### src/rtl/wishbone_bridge.sv
// -----------------------------------------------------------------------------
// wishbone_bridge
//
// Turns the CPU's single-cycle data bus (address, read/write strobes, write
// data) into one Wishbone B4 classic master cycle per access. The CPU is held
// with `stall` until the slave acknowledges, signals an error, or the access
// times out. Load data is returned through a register.
//
// Parameters
//    TIMEOUT_CYCLES  maximum BUS-state cycles before an access is aborted with
//                    an error; 0 disables the timeout.
//
// Ports
//    clock          system clock, rising edge
//    reset          asynchronous, active-high
//    address        CPU byte address (word accesses only)
//    read_enable    CPU load request, held until stall drops
//    write_enable   CPU store request, held until stall drops (wins over read)
//    write_data     CPU store data
//    read_data      registered load data, valid from the DONE cycle
//    stall          CPU must hold its state this cycle
//    bus_error      one-cycle pulse in DONE when the access failed
//    wb_cyc_o/stb_o Wishbone cycle and strobe (decoded from the state register)
//    wb_we_o        Wishbone write enable
//    wb_adr_o       Wishbone address
//    wb_dat_o       Wishbone write data
//    wb_sel_o       Wishbone byte select (all lanes during a cycle)
//    wb_dat_i       Wishbone read data
//    wb_ack_i       Wishbone acknowledge
//    wb_err_i       Wishbone error
// -----------------------------------------------------------------------------
module wishbone_bridge #(
   parameter int unsigned TIMEOUT_CYCLES = 255
) (
   input  logic        clock,
   input  logic        reset,
   input  logic [31:0] address,
   input  logic        read_enable,
   input  logic        write_enable,
   input  logic [31:0] write_data,
   output logic [31:0] read_data,
   output logic        stall,
   output logic        bus_error,
   output logic        wb_cyc_o,
   output logic        wb_stb_o,
   output logic        wb_we_o,
   output logic [31:0] wb_adr_o,
   output logic [31:0] wb_dat_o,
   output logic [3:0]  wb_sel_o,
   input  logic [31:0] wb_dat_i,
   input  logic        wb_ack_i,
   input  logic        wb_err_i
);

   // A disabled timeout still gets a 1-bit counter so no zero-width vector
   // is ever declared.
   localparam int unsigned CNT_W_RAW  = $clog2(TIMEOUT_CYCLES + 1);
   localparam int unsigned CNT_W      = (CNT_W_RAW < 1) ? 1 : CNT_W_RAW;
   localparam bit          TIMEOUT_EN = (TIMEOUT_CYCLES != 0);
   localparam logic [CNT_W-1:0] CNT_LAST =
      CNT_W'((TIMEOUT_CYCLES == 0) ? 32'd0 : TIMEOUT_CYCLES - 32'd1);

   typedef enum logic [1:0] {
      ST_IDLE,
      ST_BUS,
      ST_DONE
   } state_t;

   state_t           state;
   state_t           state_nxt;

   logic             req;
   logic             misaligned;
   logic             timeout_hit;

   logic [31:0]      adr_q;
   logic [31:0]      dat_q;
   logic             we_q;
   logic             err_q;
   logic [CNT_W-1:0] cnt_q;

   assign req         = read_enable | write_enable;
   assign misaligned  = |address[1:0];
   assign timeout_hit = TIMEOUT_EN && (cnt_q == CNT_LAST);

   // ------------------------------------------------------------------
   // State register
   // ------------------------------------------------------------------
   always_ff @(posedge clock or posedge reset) begin
      if (reset) begin
         state <= ST_IDLE;
      end else begin
         state <= state_nxt;
      end
   end

   // ------------------------------------------------------------------
   // Next state and outputs
   // ------------------------------------------------------------------
   always_comb begin
      state_nxt = state;
      stall     = 1'b0;
      bus_error = 1'b0;
      wb_cyc_o  = 1'b0;
      wb_stb_o  = 1'b0;
      wb_we_o   = 1'b0;
      wb_adr_o  = '0;
      wb_dat_o  = '0;
      wb_sel_o  = '0;

      case (state)
         ST_IDLE: begin
            if (req) begin
               state_nxt = misaligned ? ST_DONE : ST_BUS;
            end
         end
         ST_BUS: begin
            wb_cyc_o = 1'b1;
            wb_stb_o = 1'b1;
            wb_we_o  = we_q;
            wb_adr_o = adr_q;
            wb_dat_o = dat_q;
            wb_sel_o = 4'b1111;
            if (wb_err_i || wb_ack_i || timeout_hit) begin
               state_nxt = ST_DONE;
            end
         end
         ST_DONE: begin
            bus_error = err_q;
            state_nxt = ST_IDLE;
         end
         default: begin
            state_nxt = ST_IDLE;
         end
      endcase

      // The reset term keeps stall low while reset is held even though the
      // CPU strobes may still be high.
      stall = req && (state != ST_DONE) && !reset;
   end

   // ------------------------------------------------------------------
   // Request capture, timeout counter, error flag, read data
   // ------------------------------------------------------------------
   always_ff @(posedge clock or posedge reset) begin
      if (reset) begin
         adr_q     <= '0;
         dat_q     <= '0;
         we_q      <= 1'b0;
         err_q     <= 1'b0;
         cnt_q     <= '0;
         read_data <= '0;
      end else begin
         case (state)
            ST_IDLE: begin
               if (req) begin
                  if (misaligned) begin
                     err_q <= 1'b1;
                  end else begin
                     adr_q <= address;
                     dat_q <= write_data;
                     we_q  <= write_enable;
                     err_q <= 1'b0;
                     cnt_q <= '0;
                  end
               end
            end
            ST_BUS: begin
               // Priority: error, then acknowledge, then timeout.
               if (wb_err_i) begin
                  err_q <= 1'b1;
               end else if (wb_ack_i) begin
                  err_q <= 1'b0;
                  if (!we_q) begin
                     read_data <= wb_dat_i;
                  end
               end else if (timeout_hit) begin
                  err_q <= 1'b1;
               end else if (cnt_q != '1) begin
                  cnt_q <= cnt_q + 1'b1;
               end
            end
            ST_DONE: begin
               err_q <= 1'b0;
            end
            default: begin
               err_q <= 1'b0;
            end
         endcase
      end
   end

endmodule

### config.mk
export PLATFORM = sky130hd
export DESIGN_NAME = wishbone_bridge
export DESIGN_NICKNAME = d
export VERILOG_FILES = /design/src/rtl/wishbone_bridge.sv
export SDC_FILE = /design/constraint.sdc
export NUM_CORES = 1
export LEC_CHECK = 0
export CAP_MARGIN = 20
export CELL_PAD_IN_SITES_DETAIL_PLACEMENT = 1
export CELL_PAD_IN_SITES_GLOBAL_PLACEMENT = 1
export CORE_UTILIZATION = 38
export CTS_CLUSTER_DIAMETER = 50
export DETAILED_ROUTE_END_ITERATION = 10
export DONT_BUFFER_PORTS = 1
export PLACE_DENSITY_LB_ADDON = 0.1
export SLEW_MARGIN = 30
export SYNTH_ARGS = -nofsm -noshare
export SYNTH_HDL_FRONTEND = slang
export SYNTH_SLANG_ARGS = --single-unit
### constraint.sdc
create_clock -name clock -period 4.65 [get_ports clock]
set_input_delay 1.1625 -clock clock [delete_from_list [all_inputs] [get_ports clock]]
set_output_delay 1.1625 -clock clock [all_outputs]
set_load 0.01 [all_outputs]
[After elaboration in Yosys (flattened, before gate mapping)]
Cells that the tools add are included.
Storage, ports and cells
  register bits after elaboration: 108
  bits in latches: 0
  memory bits (writable): 0
  bits in read-only memories: 0
  memories: 0
Cells by class
  add/subtract/negate cells: 1
  multiply operators: 0
  div/mod/pow operators: 0
  magnitude comparators: 0
  eq/ne operators: 13
  shifts and indexed selects: 0
  multiplexer cells: 23
  bitwise gates (word level): 4
  reduce and logical (&&, ||, !) cells: 13
Operator list (count)
  32-bit two-way mux: 2
  8-bit two-way mux: 6
  2-bit != test (second input constant): 8
  8-bit one-hot mux with 2 select lines: 1
  8-bit by 1-bit adder with 8-bit output (second input constant): 1
  8-bit equality test (second input constant): 1
  1-bit two-way mux: 8
  8-bit != test (second input constant): 1
  7-bit AND reduction: 1
  2-bit two-way mux: 3
  4-bit two-way mux: 1
  4-bit != test (second input constant): 1
  2-bit one-hot mux with 2 select lines: 1
  2-bit AND reduction: 2
  4-bit AND reduction: 1
  1-bit NOT: 3
  3-bit AND reduction: 1
  2-bit by 1-bit equality test with 1-bit output (second input constant): 1
  2-bit equality test (second input constant): 1
  1-bit logical AND: 2
  2-bit zero test: 1
  1-bit logical OR: 2
  1-bit one-hot mux with 2 select lines: 1
  2-bit nonzero test: 1
  3 further kinds: 3

[Logic depth before layout (Yosys ltp)]
Gate-level depths: netlist (run 1).
  depth after elaboration: 6
  depth in mapped cells: 7

[Worst setup path before layout (run 1)]
OpenSTA, ideal clock, no wires.
  path type: input-to-output
  start: in write_enable
  end: out stall
  arrival time: 1.503 ns
  required time: 3.488 ns
  path slack: 1.984 ns
  stages on the path: 2
  path buffers: 0
  cells stage by stage: nor2_1 > nor3_1
On the way
  longest elaborated chain between the ends: 3
Ends and longest elaborated chain
  from (decl): line 39  | input logic write_enable,
  1-bit bitwise OR: line 82  | assign req = read_enable | write_enable;
  1-bit logical AND (2 in a row): line 139  | stall = req && (state != ST_DONE) && !reset;
  to (decl): line 42  | output logic stall,
No other way between the ends.

[Worst setup path after layout (run 1)]
  start: reg state[0]
  end: out wb_adr_o[18]
On the way
  longest elaborated chain between the ends: 2
Ends and longest elaborated chain
  from (decl): line 69  | state_t state;
  from (signal assigned): line 93  | state <= state_nxt;
  2-bit by 1-bit equality test with 1-bit output: line 111  | case (state)
  32-bit two-way mux: line 111
  to (decl): line 47  | output logic [31:0] wb_adr_o,
No other way between the ends.

==> results of run 1 <==
cells in the mapped netlist (all sizes together):
| library cell | number | area, µm² |
|---|---|---|
| nand2 | 192 | 721 |
| dfrtp | 108 | 2700 |
| and2 | 68 | 425 |
| mux2 | 32 | 473 |
| buf | 24 | 191 |
| a31oi | 8 | 50.1 |
| clkbuf | 8 | 30.0 |
| nor2 | 8 | 30.0 |
| inv | 6 | 22.5 |
| nand3 | 5 | 25.0 |
| o21ai | 5 | 28.8 |
| nor2b | 4 | 32.5 |
| nor3 | 4 | 20.0 |
| o211ai | 3 | 22.5 |
| a21oi | 2 | 10.0 |
| ha | 2 | 25.0 |
| mux2i | 2 | 20.0 |
| o21a | 2 | 15.0 |
| o22ai | 2 | 12.5 |
| a22o | 1 | 8.76 |
| a22oi | 1 | 7.51 |
| a2bb2oi | 1 | 8.76 |
| a311o | 1 | 10.0 |
| and4bb | 1 | 12.5 |
| nand2b | 1 | 6.26 |
| nand4 | 1 | 6.26 |
| nor4 | 1 | 21.3 |
| o31ai | 1 | 7.51 |
| xnor2 | 1 | 8.76 |
registers in the layout, indices dropped and copies added (netlist names):
signal,flops
adr_q,32
dat_q,32
read_data,32
cnt_q,8
state,2
err_q,1
we_q,1
per-layer routing:
layer  routed length (µm)  global-route usage [%]  vias up
met2                 5460                    28.0      149
met1                 4890                    21.2     1606
met4                  102                    4.96        0
met3                 1260                    8.10        7
met5                    0                       0        -
li1                     -                       -     1530
worst paths after layout:
kind	from	to	cells after the start
max reg2reg	state[0]	cnt_q[0]	6
min	dat_q[6]	dat_q[6]	2
min in group asynchronous	reset	err_q	1
min reg2reg	dat_q[6]	dat_q[6]	2
max in group asynchronous	reset	adr_q[3]	2
max	state[0]	wb_adr_o[18]	4
cell families (layout without fill, tap and decap cells):
| kind of cell | Yosys count | in the layout |
|---|---|---|
| AND/OR/NAND/NOR | 285 | 285 |
| flip-flops | 108 | 108 |
| buffers and inverters | 38 | 31 |
| multiplexers | 34 | 34 |
| AO/OA/AOI/OAI | 27 | 27 |
| adder cells (fa/ha/maj) | 2 | 2 |
| XOR/XNOR | 1 | 1 |
worst max-delay path, delay by kind of cell, from the launching register on:
family | cells | cell delay (ns)
buf+inv | 2 | 0.84
simple gates | 2 | 0.44
flops | 1 | 0.53
power breakdown:
group / internal [µW] / switching, µW
Combinational: 257 / 235
Clock: 363 / 331
Sequential: 1240 / 230
Total: 1860 / 796
cell type report:
class | instances | share of cell area (%)
clock buffer | 12 | 4.43
clock inverter | 4 | 0.492
inverter | 6 | 0.469
multi-input combinational | 349 | 38.0
sequential | 108 | 50.6
tap | 172 | 4.03
timing repair buffer | 9 | 2.01
per-stage QoR:
| stage | worst slack [ns] | hold WS (ns) | util [%] |
|---|---|---|---|
| after floorplan | 0.642 | 0.437 | - |
| after global placement | 1.69 | 0.450 | 39.6 |
| after detailed placement | 1.67 | 0.454 | 39.6 |
| after CTS | 1.26 | 0.472 | 41.7 |
| after global routing | 1.13 | 0.484 | 42.1 |
| final | 1.30 | 0.467 | 42.1 |
==> results.md, run 1 <==
* Clock root cell: clkbuf_16
* Mux contribution to synthesized area at 9.95%
* Post-synthesis sequential area ratio at 54.5%
* Starting Density at 39.1%
* Antenna violations before repair at 0
* Multi-input logic area at 0.00203 mm²
* Vias/cell at 4.99
* Max-cap violations at 0
* Global-route wire length before repair at 17900 µm
* CTS HTree Levels at 3
* Worst EP required at 3.49 ns
* Reg area at 0.00270 mm²
* Pwr/cell area at 497 mW/mm²
* Share of layout cells above drive strength 1 at 12.3%
* Post-DRT Antenna Nets at 0
* Worst-path cell chain: nor2b_4, buf_4, buf_4, and2_1
* Hpwl dp at 8070 µm
* Final Non-Filler Cells at 660
* Final setup fails at 0
* Tmin final at 3.35 ns
* Ports at 207
* Worst slew margin at 55.0%
* Total negative slack at 0 ns
* Synth Area in XOR/XNOR at 0.177%
* Crit path capture type: output pin
* DRC Markers at 0
* Max Clock Freq at 299 MHz
* Gr usage total at 17.5%
* Adder-cell share of the synthesized area at 0.505%
* Dpl cell area at 0.00502 mm²
* Post-synthesis cell type count at 36
* DR iter-0 viols at 118
* Most numerous cell on the critical path: buf_4
* Max-slew violations at 0
* Simple-Gate Fraction of Synth Area at 26.2%
* Worst Path Max Fanout at 56
* Reg clk slew, reported paths at 0.07 ns
* Flip-flop and latch count after synthesis at 108
* Outcome: finished clean
* Commonest non-fill, non-tap cell in the layout: nand2_1
* Ys Warns at 0
* Total global routing overflow at 0
* Syn-to-layout area delta at 7.78%
* Reg-to-reg slack, setup at 2.13 ns
* Syn Nets at 599
* Clk Latency, worst-skew pair at 0.35 ns
* CP max-delay cell: dfrtp_1
* Worst-margin pin slew at 0.676 ns
* Avg WL per Cell at 17.7 µm
* Mapped cell area at 0.00495 mm²
* RSZ-0062 raised after global routing: no
* Placed cell count at 642
* Core Region at 0.0127 mm²
* Count of standard-cell rows at 41
* Most frequent cells in the layout: nand2_1 (192), dfrtp_1 (108), and2_1 (68), mux2_4 (30), clkbuf_16 (9)
* Critical Path Source Type: flop
* Ant. Diodes at 0
* Static leakage at 0.00264 µW
* CTS tree: yes
* Post-synthesis compound-gate area fraction at 3.66%
* Tcrit/Tclk final at 72.0%
* Post-route cell area at 0.00534 mm²
* Setup bufs post-CTS at 0
* Die width at 116 µm
* Post-Synthesis Cells at 495
* Sink Count at 108
* Largest family of logic cells by synthesized area: simple AND/OR/NAND/NOR gates
* Skew final at 0.00930 ns
* Routed wire length at 11700 µm
* Setup CP Type: reg -> out
* Number of global-route vias before repair at 3421
* Via count at 3292
* Router iterations before antenna repair at 4
* DIE AREA at 0.0135 mm²
* Peak supply drop at 0.000204 V
* Crit path arrival time at 2.19 ns
* TritonCTS Buffers at 9
* CTS Buffer Depth at 2
* Final Hold Viols at 0
* Worst hold path type: reg -> reg
* # port buffers at 0
* # nets final at 587
* Die height at 116 µm
* Syn Area/Cell at 10.0 µm²
* Largest net degree at the start of global routing at 57
* Cts hold-fix bufs at 0
* Post-cts gate resize count at 0
* Layout fillers at 1447
* Overall Power at 2650 µW
* Gp weighted congestion at 0.731
* Slowest stage delay, CP at 0.53 ns
Power figures use the tool's default switching activity.
==> run 2: changes to the inputs <==
clock period = 3.15 ns   (was 4.65 ns; I/O delays follow)
==> results.md, run 2 (synthesized netlist as in run 1, its figures left out) <==
* # nets final at 588
* CTS HTree Levels at 3
* Routed wire length at 11500 µm
* Setup bufs post-CTS at 0
* Post-DRT Antenna Nets at 0
* Final setup fails at 0
* Avg WL per Cell at 17.4 µm
* Peak supply drop at 0.000351 V
* Max-cap violations at 0
* Via count at 3274
* Crit path capture type: output pin
* Largest net degree at the start of global routing at 78
* Vias/cell at 4.96
* Number of global-route vias before repair at 3411
* Hpwl dp at 8070 µm
* Gp weighted congestion at 0.716
* Global-route wire length before repair at 17800 µm
* Worst-path cell chain: nor2b_4, buf_12, and2_1
* Reg2reg end: read_data[3]
* DR iter-0 viols at 102
* Placed cell count at 644
* Crit path arrival time at 1.81 ns
* Slowest stage delay, CP at 0.55 ns
* Pre-CTS WS at 0.875 ns
* Final core utilization at 42.7%
* Syn-to-layout area delta at 9.29%
* Reg clk slew, reported paths at 0.07 ns
* Clock root cell: clkbuf_16
* Clk Latency, worst-skew pair at 0.34 ns
* Commonest non-fill, non-tap cell in the layout: nand2_1
* Most frequent cells in the layout: nand2_1 (192), dfrtp_1 (108), and2_1 (68), mux2_4 (30), clkbuf_16 (9)
* Core Region at 0.0127 mm²
* Setup CP Type: reg -> out
* Worst slew margin at 42.7%
* Count of standard-cell rows at 41
* Largest registers: adr_q: 32 flops, dat_q: 32 flops, read_data: 32 flops
* Tcrit/Tclk final at 82.5%
* Total global routing overflow at 0
* Total negative slack at 0 ns
* Outcome: finished clean
* Tmin final at 2.60 ns
* Static leakage at 0.00267 µW
* Post-cts gate resize count at 0
* DRC Markers at 0
* Worst hold path type: in -> async
* # port buffers at 0
* Skew final at 0.00447 ns
* Flop pwr share at 52.4%
* Final Hold Viols at 0
* Starting Density at 39.1%
* CP max-delay cell: dfrtp_1
* RSZ-0062 raised after global routing: no
* Die height at 116 µm
* Pwr/cell area at 765 mW/mm²
* Ports at 207
* Ant. Diodes at 0
* Share of layout cells above drive strength 1 at 12.9%
* CTS Buffer Depth at 2
* Sw frac at 28.6%
* Die width at 116 µm
* Worst flop-to-flop path startpoint: state[0]
* Critical Path Source Type: flop
* Reg-to-reg slack, setup at 0.96 ns
* Cts hold-fix bufs at 0
* Max-slew violations at 0
* Worst-margin pin slew at 0.856 ns
* Switch Pwr at 1190 µW
* Worst EP required at 2.36 ns
* Clock share of power at 30.2%
* CTS tree: yes
* Router iterations before antenna repair at 4
* Setup slack after layout at 0.550 ns
* FF-to-FF path depth at 4
* Max Clock Freq at 385 MHz
* Antenna violations before repair at 0
* Gr usage total at 17.3%
* Sink Count at 108
* TritonCTS Buffers at 9
* Combinational power share at 17.4%
* DIE AREA at 0.0135 mm²
* Internal at 2960 µW
* Worst Path Max Fanout at 77
* Final Non-Filler Cells at 660
==> run 2: changes by cell type in the layout (fill, tap and decap cells not counted), sizes merged <==
cell	change
buf	+1
inv	-1
clkinv	-2
bufinv	+2
==> run 2: worst max-delay path by stage <==
stage	start	end	slack [ns]	depth (start not counted)
after floorplan	reset	adr_q[0]	1.06	1
after global placement	state[0]	wb_adr_o[28]	0.88	3
after detailed placement	address[1]	cnt_q[1]	0.88	4
after CTS	state[0]	wb_adr_o[28]	0.49	3
after global routing	state[0]	wb_adr_o[4]	0.38	3
final	state[0]	wb_adr_o[27]	0.55	3
==> run 2: per-stage QoR <==
step	cell area [µm²]	hold slack [ns]	total power (µW)
6_report	5420	0.288	4150
5_1_grt	5420	0.288	4410
4_1_cts	5400	0.476	4220
3_5_place_dp	5060	0.458	2940
3_3_place_gp	5060	0.450	2890
2_1_floorplan	4960	0.437	2740
==> run 2: cell type report <==
type	count	area, µm²
Sequential cell	108	2700
Inverter	6	26.3
Clock inverter	3	68.8
Fill cell	1457	7260
Tap cell	172	215
Timing Repair Buffer	10	113
Multi-Input combinational cell	349	2020
Clock buffer	12	267
==> run 2: power groups by stage <==
stage	Combinational (µW)	Sequential [µW]	Clock, µW
after detailed placement	730	2210	0
after global placement	705	2190	0
final	721	2170	1250
after CTS	735	2180	1300
after floorplan	634	2100	0
after global routing	822	2240	1340
==> run 2: routing by layer <==
| metal | global-route usage, % | part of all wire, % | up-vias |
|---|---|---|---|
| li1 | - | - | 1534 |
| met1 | 22.3 | 44 | 1588 |
| met2 | 26.5 | 44 | 143 |
| met3 | 7.58 | 10 | 9 |
| met4 | 4.62 | 0.90 | 0 |
| met5 | 0 | 0 | - |
==> run 2: worst max-delay path: cells and delay by family, from the launching register on <==
family                 cells  cell delay, ns
buffers and inverters      1            0.32
flip-flops                 1            0.55
AND/OR/NAND/NOR            2            0.59
